==> config.mk <==
export PLATFORM = sky130hd
export DESIGN_NAME = dmem_responder
export DESIGN_NICKNAME = d
export VERILOG_FILES = /design/src/rtl/dmem_pkg.sv /design/src/rtl/dmem_responder_sat_counter.sv /design/src/rtl/dmem_responder.sv
export SDC_FILE = /design/constraint.sdc
export NUM_CORES = 2
export LEC_CHECK = 0
export ABC_CLOCK_PERIOD_IN_PS = 4700
export BUFFER_PORTS_ARGS = -buffer_cell sky130_fd_sc_hd__buf_2
export CAP_MARGIN = 20
export CORE_MARGIN = 3
export CORE_UTILIZATION = 58
export DETAILED_ROUTE_END_ITERATION = 8
export GPL_ROUTABILITY_DRIVEN = 0
export HOLD_SLACK_MARGIN = 0.02
export MAX_ROUTING_LAYER = met4
export PLACE_DENSITY = 0.75
export SLEW_MARGIN = 40
export SYNTH_ARGS = -nofsm -noshare
export SYNTH_HDL_FRONTEND = slang
export SYNTH_HIERARCHICAL = 1
export SYNTH_SLANG_ARGS = --single-unit
==> constraint.sdc <==
create_clock -name clk -period 4.7 [get_ports clk]
set_input_delay 0.235 -clock clk [delete_from_list [all_inputs] [get_ports clk]]
set_output_delay 0.235 -clock clk [all_outputs]
set_load 0.03 [all_outputs]
==> src/rtl/dmem_pkg.sv <==
// Shared state encoding and default sizing for the data-memory responder.
package dmem_pkg;

  typedef enum logic {
    ST_INIT = 1'b0,
    ST_RUN  = 1'b1
  } state_t;

  localparam int DMEM_ADDR_W = 7;
  localparam int DMEM_DATA_W = 32;
  localparam int DMEM_DEPTH  = 128;
  localparam int DMEM_CNT_W  = 16;

endpackage

==> src/rtl/dmem_responder_sat_counter.sv <==
// Saturating up-counter: increments on inc, sticks at all-ones, async clear.
// One-cycle update latency; no backpressure.
module sat_counter #(
  parameter int W = 16
) (
  input  logic         clk,
  input  logic         rst_n,
  input  logic         inc,
  output logic [W-1:0] cnt
);

  always_ff @(posedge clk or negedge rst_n) begin
    if (!rst_n) begin
      cnt <= '0;
    end else if (inc && (cnt != {W{1'b1}})) begin
      cnt <= cnt + 1'b1;
    end
  end

endmodule

==> src/rtl/dmem_responder.sv <==
// SRAM-style data memory for the single-cycle core: zero-sweep after reset, comb reads, clocked writes.
// Zero-latency reads, no backpressure; optional per-word parity under DMEM_PARITY_EN.
module dmem_responder
  import dmem_pkg::*;
#(
  parameter int ADDR_W     = DMEM_ADDR_W,
  parameter int DATA_W     = DMEM_DATA_W,
  parameter int DEPTH      = DMEM_DEPTH,
  parameter int CNT_W      = DMEM_CNT_W,
  parameter int INIT_CLEAR = 1
) (
  input  logic              clk,
  input  logic              rst_n,
  input  logic              CEN,
  input  logic              WEN,
  input  logic              OEN,
  input  logic [ADDR_W-1:0] A,
  input  logic [DATA_W-1:0] D,
  output logic [DATA_W-1:0] Q,
  output logic              ready,
  output logic [CNT_W-1:0]  rd_cnt,
  output logic [CNT_W-1:0]  wr_cnt,
  output logic              access_err,
  input  logic              inj_par,
  output logic              par_err
);

  state_t              state, state_nxt;
  logic [ADDR_W-1:0]   init_ptr, ptr_nxt;
  logic                acc_nxt;
  logic                sweep_we;
  logic                rd_acc;
  logic                wr_acc;
  logic [DATA_W-1:0]   mem [DEPTH];

  always_ff @(posedge clk or negedge rst_n) begin
    if (!rst_n) begin
      state      <= ST_INIT;
      init_ptr   <= '0;
      access_err <= 1'b0;
    end else begin
      state      <= state_nxt;
      init_ptr   <= ptr_nxt;
      access_err <= acc_nxt;
    end
  end

  always_comb begin
    state_nxt = state;
    ptr_nxt   = init_ptr;
    acc_nxt   = access_err;
    sweep_we  = 1'b0;
    case (state)
      ST_INIT: begin
        if (INIT_CLEAR != 0) begin
          sweep_we = 1'b1;
          ptr_nxt  = init_ptr + 1'b1;
          if (init_ptr == ADDR_W'(DEPTH - 1)) begin
            state_nxt = ST_RUN;
          end
        end else begin
          state_nxt = ST_RUN;
        end
        // Any access before the array is ready is dropped and flagged.
        if (!CEN) begin
          acc_nxt = 1'b1;
        end
      end
      ST_RUN: begin
        state_nxt = ST_RUN;
      end
      default: begin
        state_nxt = ST_INIT;
      end
    endcase
  end

  assign ready  = (state == ST_RUN);
  assign rd_acc = ready && !CEN && WEN;
  assign wr_acc = ready && !CEN && !WEN;
  assign Q      = (rd_acc && !OEN) ? mem[A] : '0;

  always_ff @(posedge clk) begin
    if (sweep_we) begin
      mem[init_ptr] <= '0;
    end else if (wr_acc) begin
      mem[A] <= D;
    end
  end

  sat_counter #(.W(CNT_W)) u_rd_cnt (
    .clk   (clk),
    .rst_n (rst_n),
    .inc   (rd_acc),
    .cnt   (rd_cnt)
  );

  sat_counter #(.W(CNT_W)) u_wr_cnt (
    .clk   (clk),
    .rst_n (rst_n),
    .inc   (wr_acc),
    .cnt   (wr_cnt)
  );

`ifdef DMEM_PARITY_EN
  logic par_mem [DEPTH];
  logic par_err_q;

  // inj_par flips the stored bit so a later read sees a deliberate mismatch.
  always_ff @(posedge clk) begin
    if (sweep_we) begin
      par_mem[init_ptr] <= 1'b0;
    end else if (wr_acc) begin
      par_mem[A] <= (^D) ^ inj_par;
    end
  end

  always_ff @(posedge clk or negedge rst_n) begin
    if (!rst_n) begin
      par_err_q <= 1'b0;
    end else if (rd_acc && ((^mem[A]) != par_mem[A])) begin
      par_err_q <= 1'b1;
    end
  end

  assign par_err = par_err_q;
`else
  logic unused_inj_par;
  assign unused_inj_par = inj_par;
  assign par_err        = 1'b0;
`endif

endmodule

==> results.md <==
- Status: finished, violations left
- Failing checks: negative setup slack
- Initial antenna violation count: 33
- Crit path capture type: primary output
- Vias in the first global route: 81,500
- Yosys reg bits: 4,137
- Syn nets: 7,469
- Worst hold start: D[28]
- Slew margin rel.: 0.333
- GRT overflow: 0
- Fin crit share: 1.03
- Clk sinks: just over 4,000
- Root Driver: clkbuf_16
- Sequential share of the synthesized area: 0.783
- Fin util: 0.667
- Ys Warns: 6
- Vias per cell: 6.83
- Final worst slack: -0.156 ns
- Core area: 0.271 mm2
- Global-route wire length before repair: 595 mm
- Sequential cell area: 0.124 mm2
- Worst EP required: 4.47 ns
- # DRC: 0
- Area growth, synth to finish: 14.2%
- Slew Viols, Final: 0
- Ports: 112
- CP Launch Type: flop
- GRT Overall Usage: 0.308
- DR vias: 81,600
- Chip height: 529 um
- Mapped Cells: about 7,400
- Largest net degree at the start of global routing: approximately 130
- CTS Buffer Depth: 4
- Worst Setup Path Type: reg -> out
- CTS H-tree depth: 5
- Die X: 529 um
- Worst Skew: 0.0683 ns
- Final Hold Vio Count: 0
- Slew @ Worst Pin: a little under 1 ns
- HPWL after detailed placement: 234 mm
- 1st-pass router iterations: 6
- Share of cells above drive strength 1: 0.250
- Avg Cell Area, Syn: approximately 21 um2
- DR WL/cell: 34.9 um
- I/O Buffers: 109
- Initial Utilization: 0.584
- Crit path arrival time: roughly 4.6 ns
- Hold EP: mem[32][28]$_DFFE_PP_
- Final WL: about 420 mm
- Post-synth EDFFs: 4,096
- Reg-to-reg slack, setup: 0.94 ns
- TritonCTS clock tree: done
- # rows: 191
- WHS Path Cells: 3
- Placed Area: 0.168 mm2
- Leakage: 49.1 nW
- Die area: between 0.2 and 0.3 mm2
- Setup TNS: -0.156 ns
- Crit path time final: between 4 and 5 ns
- R2r startpoint: ready$_DFF_PN0_
- Fmax: 206 MHz
- Initial DRC Count: 13,200
- CTS Buf Count: ~400
- Final instance area: 0.181 mm2
- Total power: 72.9 mW
- PD cells: 403 mW/mm2
- Final nets: 8,066
- Worst vdd ir: ~0.33 mV
- Mapped Area: approximately 0.16 mm2
- Max_cap viols: 0
- Multi-input logic area: 0.0334 mm2
- Clock Latency Late Sink: roughly 0.98 ns
- DRT antenna net count: 0
- RSZ-0062 raised after global routing: false
- Critical R2R Capture: mem[112][19]$_DFFE_PP_
- CTS clk-pin slew, worst paths: 0.06 ns
- Library cells used by synthesis: 68
- FILL cells: about 16,000
- Primary FF master, synth: edfxtp_1
- Crit-path max FO: 1
- R2R cell count: 9
- Worst hold-check path type: in -> reg
- Async S/R FF share, synth: 0.00991
- Endpoints failing setup: 1
-- sequential cells by signal (all words and copies together), names as in the netlist --
register	flops
access_err	1
init_ptr	7
mem	4096
ready	1
u_rd_cnt/cnt	16
u_wr_cnt/cnt	16
-- cell usage in the layout (no fill, tap or decap), types with 35 or more instances in the layout --
cell type  netlist  final
buf_2          117    106
nor2_1         166     35
buf_12           0    132
or3_1           37     37
nand2_1         99     98
a22oi_1        401    401
buf_4           50    350
nor2_4           0    130
clkinv_1         0    102
nor3_1          65     59
a221oi_1        68     68
a22o_1          50     50
clkbuf_1       194     70
nand3_1        128    122
clkinv_2         0     81
mux2i_1        686    686
mux4_2         704    704
o22ai_1        127    127
edfxtp_1      4096   4096
clkbuf_16        0    404
dfrtp_1         41     40
-- critical path, cell delays in order (launching register included) --
cell and delay, ns:
edfxtp_1 0.37, mux4_2 0.47, a22o_1 0.24, a221oi_1 0.52, a31oi_1 0.41, a211oi_1 0.74, nand3_1 0.55, buf_2 0.35
-- layer usage --
layer | GRT usage | vias to the layer above | share of wire
met4 | 0.139 | 0 | 0.053
li1 | - | 32500 | -
met3 | 0.0716 | 908 | 0.13
met2 | 0.458 | 5859 | 0.47
met1 | 0.412 | 42300 | 0.35
met5 | - | - | 0
-- how the worst max path moves through the flow --
stage / start / to / slack (ns) / cells after the start
after floorplan: ready$_DFF_PN0_ / mem[0][22]$_DFFE_PP_ / 0.66 / 6
after global placement: A[0] / Q[6] / 0.56 / 9
after detailed placement: A[0] / Q[6] / 0.52 / 9
after CTS: mem[43][23]$_DFFE_PP_ / Q[23] / 0.04 / 7
after global routing: ready$_DFF_PN0_ / Q[25] / 0.06 / 8
final: mem[43][23]$_DFFE_PP_ / Q[23] / -0.16 / 7
-- where the power goes --
part	leakage (nW)	switching (mW)	internal, mW
clock	6.24	13.8	17.7
combinational	13.9	0.939	0.579
sequential	28.9	0.00000000000000000767	39.9
-- area by class of cell --
class	instances	share of cell area
timing repair buffer	622	0.0341
multi-input combinational	2855	0.185
antenna	25	0.000346
clock buffer	474	0.0573
sequential	4137	0.685
inverter	1	0.0000207
clock inverter	257	0.0135
tap	3570	0.0247
-- what timing repair did --
item | CTS | global route
gates resized for setup | 1 | 1
setup buffers | 0 | 0
hold buffers | 31 | 1
setup endpoints to repair | 17 | 4
endpoints found under the hold margin | 826 | 20
-- through the flow --
| step | hold WS, ns | instances | worst slack, ns |
|---|---|---|---|
| after floorplan | -0.0606 | 7421 | 0.664 |
| after global placement | 0.467 | 11100 | 0.557 |
| after detailed placement | 0.305 | 11200 | 0.522 |
| after CTS | 0.0282 | 11900 | 0.0391 |
| after global routing | 0.0703 | 11900 | 0.0580 |
| final | 0.0790 | 11900 | -0.156 |
-- cells by family after synthesis --
family / after synthesis / share of synthesized area
xor gates and xnor gates: 32 / 0.00177
buffers and inverters: 429 / 0.0136
and+or+nand+nor: 641 / 0.0204
DFF: 4137 / 0.783
muxes: 1414 / 0.145
AOI/OAI and AO/OA: 764 / 0.0360
other: 1 / 0.0000237
adders and majority gates: 3 / 0.000237
-- cells in the mapped netlist (all sizes together), types with 41 or more instances --
cell type,instances,area (um2)
mux2i,686,6870
mux4,704,15900
dfrtp,41,1030
buf,231,1400
o22ai,127,795
nand2,100,383
nand3,128,641
clkbuf,197,751
edfxtp,4096,123000
a221oi,68,596
a22o,50,438
nor3,65,325
nor2,166,623
a22oi,401,3010
No activity file was read; power rests on OpenSTA's default activity.
